<file path="config.mk">
export PLATFORM = sky130hd
export DESIGN_NAME = hazard_unit
export DESIGN_NICKNAME = d
export VERILOG_FILES = /design/src/rtl/cpu_pkg.sv /design/src/rtl/fwd_match.sv /design/src/rtl/hazard_unit.sv
export SDC_FILE = /design/constraint.sdc
export NUM_CORES = 1
export LEC_CHECK = 0
export ABC_AREA = 1
export BUFFER_PORTS_ARGS = -buffer_cell sky130_fd_sc_hd__clkbuf_2
export CORE_UTILIZATION = 40
export DETAILED_ROUTE_END_ITERATION = 16
export PLACE_DENSITY = 0.66
export SLEW_MARGIN = 40
export SYNTH_ARGS = -nofsm -noshare
export SYNTH_HDL_FRONTEND = slang
export SYNTH_SLANG_ARGS = --single-unit
</file>
<file path="constraint.sdc">
create_clock -name clk -period 2.8 [get_ports clk]
set_input_delay 0.14 -clock clk [delete_from_list [all_inputs] [get_ports clk]]
set_output_delay 0.14 -clock clk [all_outputs]
set_load 0.05 [all_outputs]
</file>
<file path="src/rtl/cpu_pkg.sv">
// Shared encodings for the pipeline hazard logic: operand-mux select codes,
// result-kind codes and the "cycles until result is available" constants.
package cpu_pkg;

  // Operand mux select codes
  localparam logic [2:0] SelOrig  = 3'b000;  // original register-file operand
  localparam logic [2:0] SelEPc8  = 3'b001;  // E-stage PC+8
  localparam logic [2:0] SelMAlu  = 3'b010;  // M-stage ALU result
  localparam logic [2:0] SelMPc8  = 3'b011;  // M-stage PC+8
  localparam logic [2:0] SelWData = 3'b100;  // W-stage write data

  // Result source of an instruction
  localparam logic [1:0] KindAlu  = 2'b00;
  localparam logic [1:0] KindMem  = 2'b01;
  localparam logic [1:0] KindLink = 2'b10;
  localparam logic [1:0] KindNone = 2'b11;

  // Cycles (counted from E) before the result can be forwarded
  localparam logic [1:0] TnewZero = 2'd0;
  localparam logic [1:0] TnewAlu  = 2'd1;
  localparam logic [1:0] TnewMem  = 2'd2;

  // tuse value meaning the operand is not read at all
  localparam logic [1:0] TuseUnused = 2'd3;

  function automatic logic [1:0] tnew_of(input logic [1:0] kind);
    case (kind)
      KindMem: return TnewMem;
      KindAlu: return TnewAlu;
      default: return TnewZero;
    endcase
  endfunction

  function automatic logic [1:0] tnew_dec(input logic [1:0] tnew);
    return (tnew == TnewZero) ? TnewZero : tnew - 2'd1;
  endfunction

endpackage

</file>
<file path="src/rtl/fwd_match.sv">
// Producer lookup for one source register against the E, M and W slots.
// Returns the forwarding select of the nearest producer and whether that
// producer's result is available no later than the consumer needs it.
module fwd_match
  import cpu_pkg::*;
#(
  parameter int unsigned ADDR_W = 5
) (
  input  logic [ADDR_W-1:0]      i_src,
  input  logic [1:0]             i_tuse,
  input  logic [2:0]             i_slot_en,  // bit 0 = E, 1 = M, 2 = W
  input  logic [2:0]             i_valid,
  input  logic [2:0][ADDR_W-1:0] i_dst,
  input  logic [2:0][1:0]        i_kind,
  input  logic [2:0][1:0]        i_tnew,
  output logic [2:0]             o_sel,
  output logic                   o_ready
);

  logic [2:0] w_hit;

  // Per-slot producer match; register 0 never matches
  always_comb begin
    w_hit = '0;
    for (int i = 0; i < 3; i++) begin
      w_hit[i] = i_slot_en[i] & i_valid[i] & (i_dst[i] == i_src) &
                 (i_src != '0) & (i_kind[i] != KindNone);
    end
  end

  // Nearest producer wins; an unready producer still blocks older stages
  always_comb begin
    o_sel   = SelOrig;
    o_ready = 1'b1;
    if (w_hit[0]) begin
      o_ready = (i_tnew[0] <= i_tuse);
      if (i_tnew[0] == TnewZero && i_kind[0] == KindLink) o_sel = SelEPc8;
    end else if (w_hit[1]) begin
      o_ready = (i_tnew[1] <= i_tuse);
      if (i_tnew[1] == TnewZero) begin
        if (i_kind[1] == KindAlu)       o_sel = SelMAlu;
        else if (i_kind[1] == KindLink) o_sel = SelMPc8;
      end
    end else if (w_hit[2]) begin
      o_ready = (i_tnew[2] <= i_tuse);
      if (i_tnew[2] == TnewZero) o_sel = SelWData;
    end
  end

endmodule

</file>
<file path="src/rtl/hazard_unit.sv">
// Stall and forwarding control for a 5-stage pipeline. Tracks destination,
// kind and time-to-result of the instructions in E, M and W, and derives
// the D-stage stall plus the operand mux selects for D, E and M.
module hazard_unit
  import cpu_pkg::*;
#(
  parameter int unsigned ADDR_W = 5
) (
  input  logic              clk,
  input  logic              reset,
  input  logic              d_valid,
  input  logic [ADDR_W-1:0] d_rs,
  input  logic [ADDR_W-1:0] d_rt,
  input  logic [1:0]        d_tuse_rs,
  input  logic [1:0]        d_tuse_rt,
  input  logic [ADDR_W-1:0] d_dst,
  input  logic [1:0]        d_kind,
  output logic              stall,
  output logic [2:0]        sel_d_rs,
  output logic [2:0]        sel_d_rt,
  output logic [2:0]        sel_e_rs,
  output logic [2:0]        sel_e_rt,
  output logic [2:0]        sel_m_rt
);

  // Slot index 0 = E, 1 = M, 2 = W. Only source fields that some mux
  // consults are kept (E rs/rt, M rt).
  logic [2:0]             r_valid;
  logic [2:0][ADDR_W-1:0] r_dst;
  logic [2:0][1:0]        r_kind;
  logic [2:0][1:0]        r_tnew;
  logic [ADDR_W-1:0]      r_e_rs, r_e_rt, r_m_rt;

  logic w_rdy_d_rs, w_rdy_d_rt, w_rdy_e_rs, w_rdy_e_rt, w_rdy_m_rt;
  logic w_load;

  // Stall when a consumed D operand's nearest producer is still too late
  always_comb begin
    stall = d_valid &
            (((d_tuse_rs != TuseUnused) & ~w_rdy_d_rs) |
             ((d_tuse_rt != TuseUnused) & ~w_rdy_d_rt));
    w_load = d_valid & ~stall;
  end

  // Slot pipeline: E takes D or a bubble, M and W shift unconditionally
  always_ff @(posedge clk) begin
    if (reset) begin
      r_valid <= '0;
      r_dst   <= '0;
      r_kind  <= {3{KindNone}};
      r_tnew  <= '0;
      r_e_rs  <= '0;
      r_e_rt  <= '0;
      r_m_rt  <= '0;
    end else begin
      r_valid[0] <= w_load;
      r_dst[0]   <= w_load ? d_dst : '0;
      r_kind[0]  <= w_load ? d_kind : KindNone;
      r_tnew[0]  <= w_load ? tnew_of(d_kind) : TnewZero;
      r_e_rs     <= w_load ? d_rs : '0;
      r_e_rt     <= w_load ? d_rt : '0;
      r_valid[2:1] <= r_valid[1:0];
      r_dst[2:1]   <= r_dst[1:0];
      r_kind[2:1]  <= r_kind[1:0];
      r_tnew[1]    <= tnew_dec(r_tnew[0]);
      r_tnew[2]    <= tnew_dec(r_tnew[1]);
      r_m_rt       <= r_e_rt;
    end
  end

  fwd_match #(.ADDR_W(ADDR_W)) u_fwd_d_rs (
    .i_src(d_rs), .i_tuse(d_tuse_rs), .i_slot_en(3'b111),
    .i_valid(r_valid), .i_dst(r_dst), .i_kind(r_kind), .i_tnew(r_tnew),
    .o_sel(sel_d_rs), .o_ready(w_rdy_d_rs)
  );

  fwd_match #(.ADDR_W(ADDR_W)) u_fwd_d_rt (
    .i_src(d_rt), .i_tuse(d_tuse_rt), .i_slot_en(3'b111),
    .i_valid(r_valid), .i_dst(r_dst), .i_kind(r_kind), .i_tnew(r_tnew),
    .o_sel(sel_d_rt), .o_ready(w_rdy_d_rt)
  );

  // E and M consumers need their operand now, hence tuse = 0
  fwd_match #(.ADDR_W(ADDR_W)) u_fwd_e_rs (
    .i_src(r_e_rs), .i_tuse(2'd0), .i_slot_en(3'b110),
    .i_valid(r_valid), .i_dst(r_dst), .i_kind(r_kind), .i_tnew(r_tnew),
    .o_sel(sel_e_rs), .o_ready(w_rdy_e_rs)
  );

  fwd_match #(.ADDR_W(ADDR_W)) u_fwd_e_rt (
    .i_src(r_e_rt), .i_tuse(2'd0), .i_slot_en(3'b110),
    .i_valid(r_valid), .i_dst(r_dst), .i_kind(r_kind), .i_tnew(r_tnew),
    .o_sel(sel_e_rt), .o_ready(w_rdy_e_rt)
  );

  fwd_match #(.ADDR_W(ADDR_W)) u_fwd_m_rt (
    .i_src(r_m_rt), .i_tuse(2'd0), .i_slot_en(3'b100),
    .i_valid(r_valid), .i_dst(r_dst), .i_kind(r_kind), .i_tnew(r_tnew),
    .o_sel(sel_m_rt), .o_ready(w_rdy_m_rt)
  );

  // E/M readiness is guaranteed by the D-stage stall, so it is not consumed
  logic w_unused_rdy;
  assign w_unused_rdy = w_rdy_e_rs ^ w_rdy_e_rt ^ w_rdy_m_rt;

endmodule

</file>
==> out/summary.txt, run 1 <==
Unrepaired setup endpoints after global routing: false
Crit path max fanout: 5
Die area: 6977 sq um
Synth unique cells: 32
WHS Path Cells: 3
CP Capture Type: output port
Syn-to-layout area delta: 12.42%
Global-route usage over all layers: 19.92%
Final nets: 476
R2R Path End: r_dst[2]$_SDFF_PP0_
Sw Share: 28.24%
H-tree lvl count: 2
Final Skew: 0.009530 ns
Port Buffers: 37
Logic pwr share: 15.1%
Hold/Removal Path Class: input port to flip-flop
Worst Hold Path EP: r_dst[0]$_SDFF_PP0_
Longest Clk Path Bufs: 2
TritonRoute pass-1 iters: 4
CTS Buf Count: 5
DRC Markers: 0
Sw power: 0.0003668 W
Leak pwr: 1.503 nW
Dpl hpwl: 5129 microns
Netlist Area Pre-Place: 2659 sq um
Setup Total Neg Slack: 0 ns
Slew of the pin with the lowest slew margin: 0.5488 ns
Initial drt markers: 192
Sequential share of the synthesized area: 33.88%
Number of global-route vias before repair: 2307
Compound-cell area share of the yosys netlist: 7.906%
Post-synthesis simple-gate area fraction: 34.26%
Multiplexer share of the synthesized area: 0%
Worst setup path class: flip-flop to output port
Initial antenna violation count: 0
Chip height: 83.53 microns
RD Place Congestion: 0.8658
Syn avg cell area: 6.630 sq um
Worst reg2reg setup slack: 1.00 ns
Design Area, Final: 2989 sq um
Wire per inst: 12.49 microns
CTS tree: yes
Min Tclk post-route: 2.310 ns
Worst r2r path cells: 11
Ant. Diodes: 0
Worst VDD drop: 329.3 uV
Synth Warn #: 0
MaxCap Viol Count: 0
Crit path DAT: 2.17 ns
Clk pin slew, worst setup/hold paths: 0.08 ns
DIE WIDTH: 83.53 microns
Reg power frac: 52.4%
Yosys reg bits: 45
Largest net degree at the start of global routing: 25
Worst setup SP type: flip-flop
Post-Synth Adder-Cell Area: 6.588%
Crit share post-route: 82.50%
GR Overflow Total: 0
Later-pin clock latency in the skew report: 0.30 ns
Fmax achieved: 432.9 MHz
Reg-to-reg startpoint: r_dst[13]$_SDFF_PP0_
Total internal power: 0.0009319 W
Syn Inst Count: 401
Starting density of the core: 41.63%
Post-Synth XOR/XNOR Area: 5.271%
# IOs: 40
Number of vias per cell: 4.903
Post_cts resized: 0
Largest family of logic cells by synthesized area: simple AND/OR/NAND/NOR gates
Status: complete, no violations
Post-Place Cell Area: 2893 sq um
Rel. slew slack: 63.41%
Post-CTS Setup Repair Bufs: 0
Core area: 6386 sq um
Final slew viol count: 0
Antenna Nets Post-Route: 0
Via count: 2530
Core Rows: 29
Routed wire length: 6446 microns
Fin. Hold Viols: 0
Cts hold-fix bufs: 0
Min-delay src: d_dst[0]
Clk pwr share: 32.4%
# setup viols final: 0
Required @ worst endpoint: 2.66 ns
Clk root buf: clkbuf_8
Clock Sinks: 45
First-pass GRT wire length: 11050 microns
Power Dens Cells: 434.5 nW/um^2
Layout cells sized above 1: 18.00%
-- synthesized netlist by cell type --
library cell  instances  share of area (%)
nor2_2               13                3.1
o21ai_0               5               0.94
dfxtp_1              45                 34
nor2_1               55                7.8
inv_1                56                7.9
nand4_1               6                1.4
nor3_1               14                2.6
buf_4                 3               0.85
clkbuf_1              2               0.28
buf_6                 1               0.42
o31ai_1               2               0.56
xor2_1               10                3.3
xnor2_1               6                2.0
ha_1                 14                6.6
nor4_1                5                1.2
conb_1                1               0.14
nand3_2               1               0.38
a211oi_1              2               0.56
or2_2                 2               0.47
nand2_2               2               0.47
nand3_4               1               0.66
buf_2                 2               0.38
and3_1                1               0.24
o221ai_1              1               0.33
nand2_1             100                 14
a221oi_1              1               0.33
a21oi_1              18                3.4
nand3_1              10                1.9
inv_2                15                2.1
o211ai_1              1               0.28
a22oi_1               2               0.56
o22ai_1               4               0.94
-- final cells by class --
type                    count  area, sq um
clock buffers               6        82.58
clock inverters             2        13.76
fillers                   676         3397
inverters                  71        266.5
multi-input cells         278         1444
flip-flops and latches     45        900.9
well taps                  77        96.34
repair buffers             37        185.2
-- worst max-delay path: stages (launching register included) --
cell and delay (ns):
dfxtp_1 0.37, inv_2 0.11, nor2_1 0.05, nor4_1 0.44, nand4_1 0.31, nor4_1 0.27
clkbuf_2 0.33
-- logic make-up after synthesis --
| logic type | after synthesis |
|---|---|
| simple gates | 210 |
| buf+inv | 79 |
| flops | 45 |
| compound gates | 36 |
| xor+xnor | 16 |
| fa+ha+maj | 14 |
| other cells | 1 |
-- layer usage --
metal | part of all wire (%) | global-route usage, %
met5 | 0 | 0
met4 | 1.2 | 5.393
met3 | 3.9 | 2.967
met2 | 46 | 31.74
met1 | 49 | 28.14
-- registers in the layout, summed over array words and instances (netlist names) --
signal   count
r_dst       15
r_kind       6
r_tnew       6
r_e_rs       5
r_e_rt       5
r_m_rt       5
r_valid      3
-- power groups by stage --
stage	Combinational [W]	Sequential [W]	Clock, W
5_1_grt	0.000227	0.000684	0.000470
6_report	0.000196	0.000681	0.000421
3_5_place_dp	0.000195	0.000696	0
4_1_cts	0.000196	0.000681	0.000429
2_1_floorplan	0.000140	0.000689	0
3_3_place_gp	0.000192	0.000695	0
-- per-stage QoR --
| stage | power (W) | cells | hold WS, ns | worst slack [ns] | util, % |
|---|---|---|---|---|---|
| final | 0.001299 | 516 | 0.02244 | 0.4900 | 46.81 |
| after global routing | 0.001380 | 516 | 0.01905 | 0.3787 | 46.81 |
| after CTS | 0.001305 | 516 | 0.01749 | 0.5242 | 46.81 |
| after detailed placement | 0.0008909 | 508 | 0.3423 | 0.8576 | 45.30 |
| after global placement | 0.0008871 | 508 | 0.3369 | 0.8609 | 45.30 |
| after floorplan | 0.0008285 | 402 | 0.2111 | 0.1925 | - |
-- cells in the final DEF (no fill, tap or decap), types with 2 or more instances in the layout --
cell	instances
a211oi_1	2
a21oi_1	18
a22oi_1	2
clkbuf_2	37
clkbuf_8	6
conb_1	2
dfxtp_1	45
ha_1	14
inv_1	56
inv_2	15
nand2_1	100
nand2_2	2
nand3_1	10
nand4_1	6
nor2_1	55
nor2_2	13
nor3_1	14
nor4_1	5
o21ai_0	5
o22ai_1	4
o31ai_1	2
or2_2	2
xnor2_1	6
xor2_1	10
-- worst max-delay path by stage --
stage / slack, ns / cells after the start / end / startpoint
final: 0.49 / 6 / sel_e_rs[0] / r_dst[8]$_SDFF_PP0_
after global routing: 0.38 / 6 / sel_e_rs[0] / r_dst[8]$_SDFF_PP0_
after CTS: 0.52 / 6 / sel_e_rs[0] / r_dst[8]$_SDFF_PP0_
after detailed placement: 0.86 / 6 / sel_e_rs[0] / r_dst[8]$_SDFF_PP0_
after global placement: 0.86 / 6 / sel_e_rs[0] / r_dst[8]$_SDFF_PP0_
after floorplan: 0.19 / 10 / sel_d_rt[0] / r_dst[9]$_SDFF_PP0_
Note: power is estimated with default switching activity, not from simulation.
==> inputs of run 2 (changes only) <==
--- a/config.mk
+++ b/config.mk
@@ -9,7 +9,7 @@
 export BUFFER_PORTS_ARGS = -buffer_cell sky130_fd_sc_hd__clkbuf_2
 export CORE_UTILIZATION = 40
 export DETAILED_ROUTE_END_ITERATION = 16
-export PLACE_DENSITY = 0.66
+export PLACE_DENSITY = 0.69
 export SLEW_MARGIN = 40
 export SYNTH_ARGS = -nofsm -noshare
 export SYNTH_HDL_FRONTEND = slang
==> constraint.sdc (replaced) <==
create_clock -name clk -period 1.9 [get_ports clk]
set_input_delay 0.095 -clock clk [delete_from_list [all_inputs] [get_ports clk]]
set_output_delay 0.095 -clock clk [all_outputs]
set_load 0.05 [all_outputs]
==> run 2 against run 1 <==
  * Clock-buffer cell count down 1
  * Final area grew 17%
  * First-iteration DRC count is 3.1% higher
  * Routed wire length up 13%
  * Cell count is 3.9% higher
  * Sequential power increased by 47%
  * Clock skew shrank 0.0049 ns
  * Combinational power grew 80%
  * Critical path type unchanged
  * Critical endpoint is now stall
  * Largest power group unchanged
==> out/summary.txt, run 2 (same netlist as run 1, synthesis figures left out) <==
Core area: 6386 sq um
Later-pin clock latency in the skew report: 0.30 ns
Fmax achieved: 526.7 MHz
Required @ worst endpoint: 1.80 ns
Die area: 6977 sq um
Min Tclk post-route: 1.899 ns
CP Buf/Inv Count: 2
Critical Path, Cell by Cell: inv_4 > nand2_1 > nand2_1 > nor2_1 > nand2_1 > nor2_2 > a21oi_1 > nand2_1 > nand2_2 > a21oi_2 > buf_8
Ant. Diodes: 0
Layout cells sized above 1: 35.95%
Core Rows: 29
Syn-to-layout area delta: 31.58%
Most common cell after layout, fill and taps aside: nand2_1
Leak pwr: 1.649 nW
Worst setup path start: r_dst[7]$_SDFF_PP0_
Fin. Hold Viols: 0
Unrepaired setup endpoints after global routing: true
Status: complete, no violations
RD Place Congestion: 0.9319
Most frequent cells in the layout: nand2_1 (94), inv_1 (50), nor2_1 (45)
Top reg by flops: r_dst
Number of global-route vias before repair: 2542
Worst setup path class: flip-flop to output port
CTS Buf Count: 5
Power Dens Cells: 545.4 nW/um^2
Hold/Removal Path Class: input port to flip-flop
CTS tree: yes
Clk pin slew, worst setup/hold paths: 0.08 ns
R2R Path End: r_e_rs[4]$_SDFF_PP0_
CP Capture Type: output port
Initial drt markers: 198
Dpl hpwl: 5379 microns
Slowest cell on crit path: dfxtp_4
Clk root buf: clkbuf_8
Final nets: 498
Final Skew: 0.004624 ns
H-tree lvl count: 2
Largest regs: r_dst (15), r_kind (6), r_tnew (6)
Antenna Nets Post-Route: 0
Crit share post-route: 99.93%
Setup Total Neg Slack: 0 ns
GR Overflow Total: 0
Largest stage delay, worst path: 0.40 ns
Worst r2r path cells: 12
Routed wire length: 7275 microns
MaxCap Viol Count: 0
Crit path DAT: 1.80 ns
TritonRoute pass-1 iters: 4
Worst setup path endpoint: stall
Crit path max fanout: 5
Pre-CTS setup slack: 0.07721 ns
Global-route usage over all layers: 21.06%
Fin util: 54.78%
Final worst hold slack: 0.004169 ns
Longest Clk Path Bufs: 2
Reg-to-reg startpoint: r_dst[7]$_SDFF_PP0_
Starting density of the core: 41.63%
Most Frequent Cell on Critical Path: nand2_1
Final slew viol count: 0
Clock Sinks: 45
# setup viols final: 0
Largest net degree at the start of global routing: 24
Via count: 2712
Fill cell count: 580
WP depth: 11
# IOs: 40
Final worst slack: 0.001356 ns
Chip height: 83.53 microns
Wire per inst: 13.57 microns
First-pass GRT wire length: 11690 microns
Worst setup SP type: flip-flop
DRC Markers: 0
Number of vias per cell: 5.060
DIE WIDTH: 83.53 microns
Max FFs per register: 15
Worst VDD drop: 259.4 uV
Port Buffers: 37
Worst reg2reg setup slack: 0.15 ns
Initial antenna violation count: 0
Cell family with most CP delay: simple AND/OR/NAND/NOR gates
-- run 2: cell count changes in the layout (fill, tap and decap cells not counted), sizes merged --
cell,delta
clkinv,-1
buf,+25
clkbuf,-9
dlygate4sd3,+5
-- run 2: worst min path at each step --
| stage | start | end | slack (ns) | cells past startpoint |
|---|---|---|---|---|
| CTS | d_kind[0] | r_tnew[1]$_SDFF_PP0_ | 0.004 | 3 |
| global placement | d_dst[3] | r_dst[3]$_SDFF_PP0_ | 0.30 | 3 |
| finish | d_kind[0] | r_tnew[1]$_SDFF_PP0_ | 0.004 | 3 |
| floorplan | reset | r_tnew[5]$_SDFF_PP0_ | 0.17 | 1 |
| detailed placement | d_dst[0] | r_dst[0]$_SDFF_PP0_ | 0.30 | 3 |
| global route | d_kind[0] | r_tnew[1]$_SDFF_PP0_ | 0.007 | 3 |
-- run 2: worst min-delay path, stage by stage --
cell	delay, ns
clkbuf_2	0.09
nand2_1	0.05
nor2_1	0.04
-- run 2: timing repair --
action | in CTS | in global routing
endpoints found under the setup margin | 12 | 30
hold buffers | 5 | 0
resized for setup | 36 | 74
buffers inserted | 4 | 9
pin swaps | 3 | 25
endpoints found under the hold margin | 5 | 0
-- run 2: final cells by class --
cell class	instances	area [sq um]	area share (%)
clock buffer	5	68.82	1.967
multi-input combinational	278	1669	47.71
timing repair buffer	59	426.7	12.20
inverter	71	281.5	8.047
tap	77	96.34	2.754
sequential	45	950.9	27.18
clock inverter	1	5.005	0.1431
-- run 2: metal layers --
metal / vias to the layer above / share of wire, % / GRT usage, %
met5: - / 0 / 0
met4: 0 / 2.5 / 8.475
met3: 16 / 7.0 / 4.550
met2: 102 / 47 / 33.76
met1: 1232 / 43 / 27.62
li1: 1362 / - / -
-- run 2: stage by stage --
step	std cells	power (W)	area, sq um
CTS	527	0.001883	3218
global placement	512	0.001314	2975
finish	536	0.001908	3498
floorplan	402	0.001225	2715
detailed placement	512	0.001321	2975
global route	536	0.002013	3498
-- run 2: power breakdown --
group / leakage (nW) / switching (W) / internal, W / total, W
sequential: 0.379 / 0.0000332 / 0.000966 / 0.000999
clock: 0.0399 / 0.000315 / 0.000242 / 0.000557
combinational: 1.23 / 0.000213 / 0.000139 / 0.000352
==> inputs of run 3 (changes only) <==
--- a/config.mk
+++ b/config.mk
@@ -7,9 +7,9 @@
 export LEC_CHECK = 0
 export ABC_AREA = 1
 export BUFFER_PORTS_ARGS = -buffer_cell sky130_fd_sc_hd__clkbuf_2
-export CORE_UTILIZATION = 40
+export CORE_UTILIZATION = 51
 export DETAILED_ROUTE_END_ITERATION = 16
-export PLACE_DENSITY = 0.69
+export PLACE_DENSITY = 0.82
 export SLEW_MARGIN = 40
 export SYNTH_ARGS = -nofsm -noshare
 export SYNTH_HDL_FRONTEND = slang
==> run 3 against run 2 <==
  * Combinational power is 4% lower
  * Critical path type unchanged
  * Non-clock buffer count is 6 lower
  * Clock power is 6.5% higher
  * Utilization is 14 points higher
  * The run now ends with setup timing left
==> out/summary.txt, run 3 (same netlist as run 1, synthesis figures left out) <==
Max FFs per register: 15
DIE WIDTH: 74.21 microns
Worst setup SP type: flip-flop
Most frequent cells in the layout: nand2_1 (96), inv_1 (54), nor2_1 (49)
DRC Markers: 0
Finished Layout Cells: 521
Largest net degree at the start of global routing: 24
Final nets: 492
Clock Sinks: 45
Design Area, Final: 3376 sq um
Later-pin clock latency in the skew report: 0.30 ns
Clk root buf: clkbuf_8
Unrepaired setup endpoints after global routing: true
Initial antenna violation count: 0
Min Tclk post-route: 1.987 ns
Routed wire length: 7291 microns
H-tree lvl count: 2
Post-Place Cell Area: 2955 sq um
Via count: 2780
Number of vias per cell: 5.336
Global-route usage over all layers: 26.17%
Power Dens Cells: 572.7 nW/um^2
Fill cell count: 391
Clk pin slew, worst setup/hold paths: 0.07 ns
Crit path DAT: 1.89 ns
Final Skew: 0.006983 ns
Worst setup path class: flip-flop to output port
CTS tree: yes
Hold/Removal Path Class: input port to flip-flop
Starting density of the core: 54.49%
Layout cells sized above 1: 28.85%
WHS Path Cells: 3
Fin. Hold Viols: 0
Crit share post-route: 104.6%
Leak pwr: 1.633 nW
Worst r2r path cells: 14
Wire per inst: 13.99 microns
Final slew viol count: 0
Failing checks: setup timing
Die area: 5506 sq um
Core area: 4880 sq um
Top reg by flops: r_dst
Most common cell after layout, fill and taps aside: nand2_1
Dpl hpwl: 5026 microns
MaxCap Viol Count: 0
Crit path max fanout: 5
Largest regs: r_dst (15), r_kind (6), r_tnew (6)
GR Overflow Total: 0
Number of global-route vias before repair: 2363
CTS Buf Count: 5
Placed cell count: 501
Required @ worst endpoint: 1.80 ns
Ant. Diodes: 0
Fmax achieved: 503.3 MHz
First-pass GRT wire length: 10770 microns
RD Place Congestion: 1.049
Initial drt markers: 308
# IOs: 40
Longest Clk Path Bufs: 2
Chip height: 74.21 microns
Core Rows: 25
Worst reg2reg setup slack: 0.07 ns
Port Buffers: 37
TritonRoute pass-1 iters: 5
Worst VDD drop: 557.9 uV
Final worst slack: -0.08684 ns
Syn-to-layout area delta: 26.96%
Status: complete, but fails checks
# setup viols final: 4
Antenna Nets Post-Route: 0
CP Capture Type: output port
## run 3: cell count changes in the layout (fill, tap and decap cells not counted), sizes merged
cell,change
clkinv,-1
clkbuf,+3
buf,-7
## run 3: timing repair
item                                   CTS  global route
endpoints found under the hold margin    5             0
pin swaps                                2            14
hold buffers                             5             0
setup endpoints to repair                8            16
resized for setup                       34            46
buffers inserted                         2             6
## run 3: where the power goes
group          switching (W)  total [W]  internal [W]  leakage [nW]
Clock               0.000304   0.000593      0.000289        0.0443
Combinational       0.000207   0.000339      0.000132          1.21
Sequential         0.0000336    0.00100      0.000968         0.374
## run 3: cell type report
type                       count  area, sq um  area share, %
tap                           67        83.83          2.483
inverter                      71        276.5          8.191
clock buffer                   7        86.33          2.557
multi-input combinational    278         1604          47.52
timing repair buffer          53        392.9          11.64
sequential                    45        932.1          27.61
## run 3: per-layer routing
| metal | GRT usage (%) | wire length [microns] | vias to the layer above |
|---|---|---|---|
| met4 | 10.04 | 286 | 0 |
| met2 | 42.63 | 3443 | 147 |
| li1 | - | - | 1349 |
| met3 | 4.065 | 564 | 31 |
| met5 | 0 | 0 | - |
| met1 | 34.90 | 2997 | 1253 |
## run 3: worst max-delay path: stages (launching register included)
cell,delay [ns]
dfxtp_4,0.38
inv_1,0.10
nand2_1,0.08
nand2_1,0.05
nor2_1,0.14
nand2_1,0.10
nor2_2,0.13
a21oi_1,0.09
nand2_1,0.09
nand2_2,0.09
a21oi_2,0.18
buf_8,0.16
## run 3: final timing paths
kind | start | endpoint
setup / recovery | r_dst[9]$_SDFF_PP0_ | stall
hold / removal | d_kind[0] | r_tnew[1]$_SDFF_PP0_
setup reg to reg | r_dst[9]$_SDFF_PP0_ | r_e_rs[4]$_SDFF_PP0_
hold reg to reg | r_tnew[2]$_SDFF_PP0_ | r_tnew[4]$_SDFF_PP0_
## run 3: per-stage QoR
stage | TNS, ns | hold slack [ns] | setup WS (ns) | power, W | utilization (%)
after global placement | 0 | 0.2927 | 0.09216 | 0.001307 | 60.56
after detailed placement | 0 | 0.2959 | 0.07957 | 0.001315 | 60.56
after floorplan | -0.3249 | 0.1661 | -0.1857 | 0.001225 | -
after CTS | -0.04796 | 0.02583 | -0.02642 | 0.001899 | 65.77
final | -0.2479 | 0.02623 | -0.08684 | 0.001933 | 69.18
after global routing | -1.346 | 0.03247 | -0.1835 | 0.002010 | 69.18
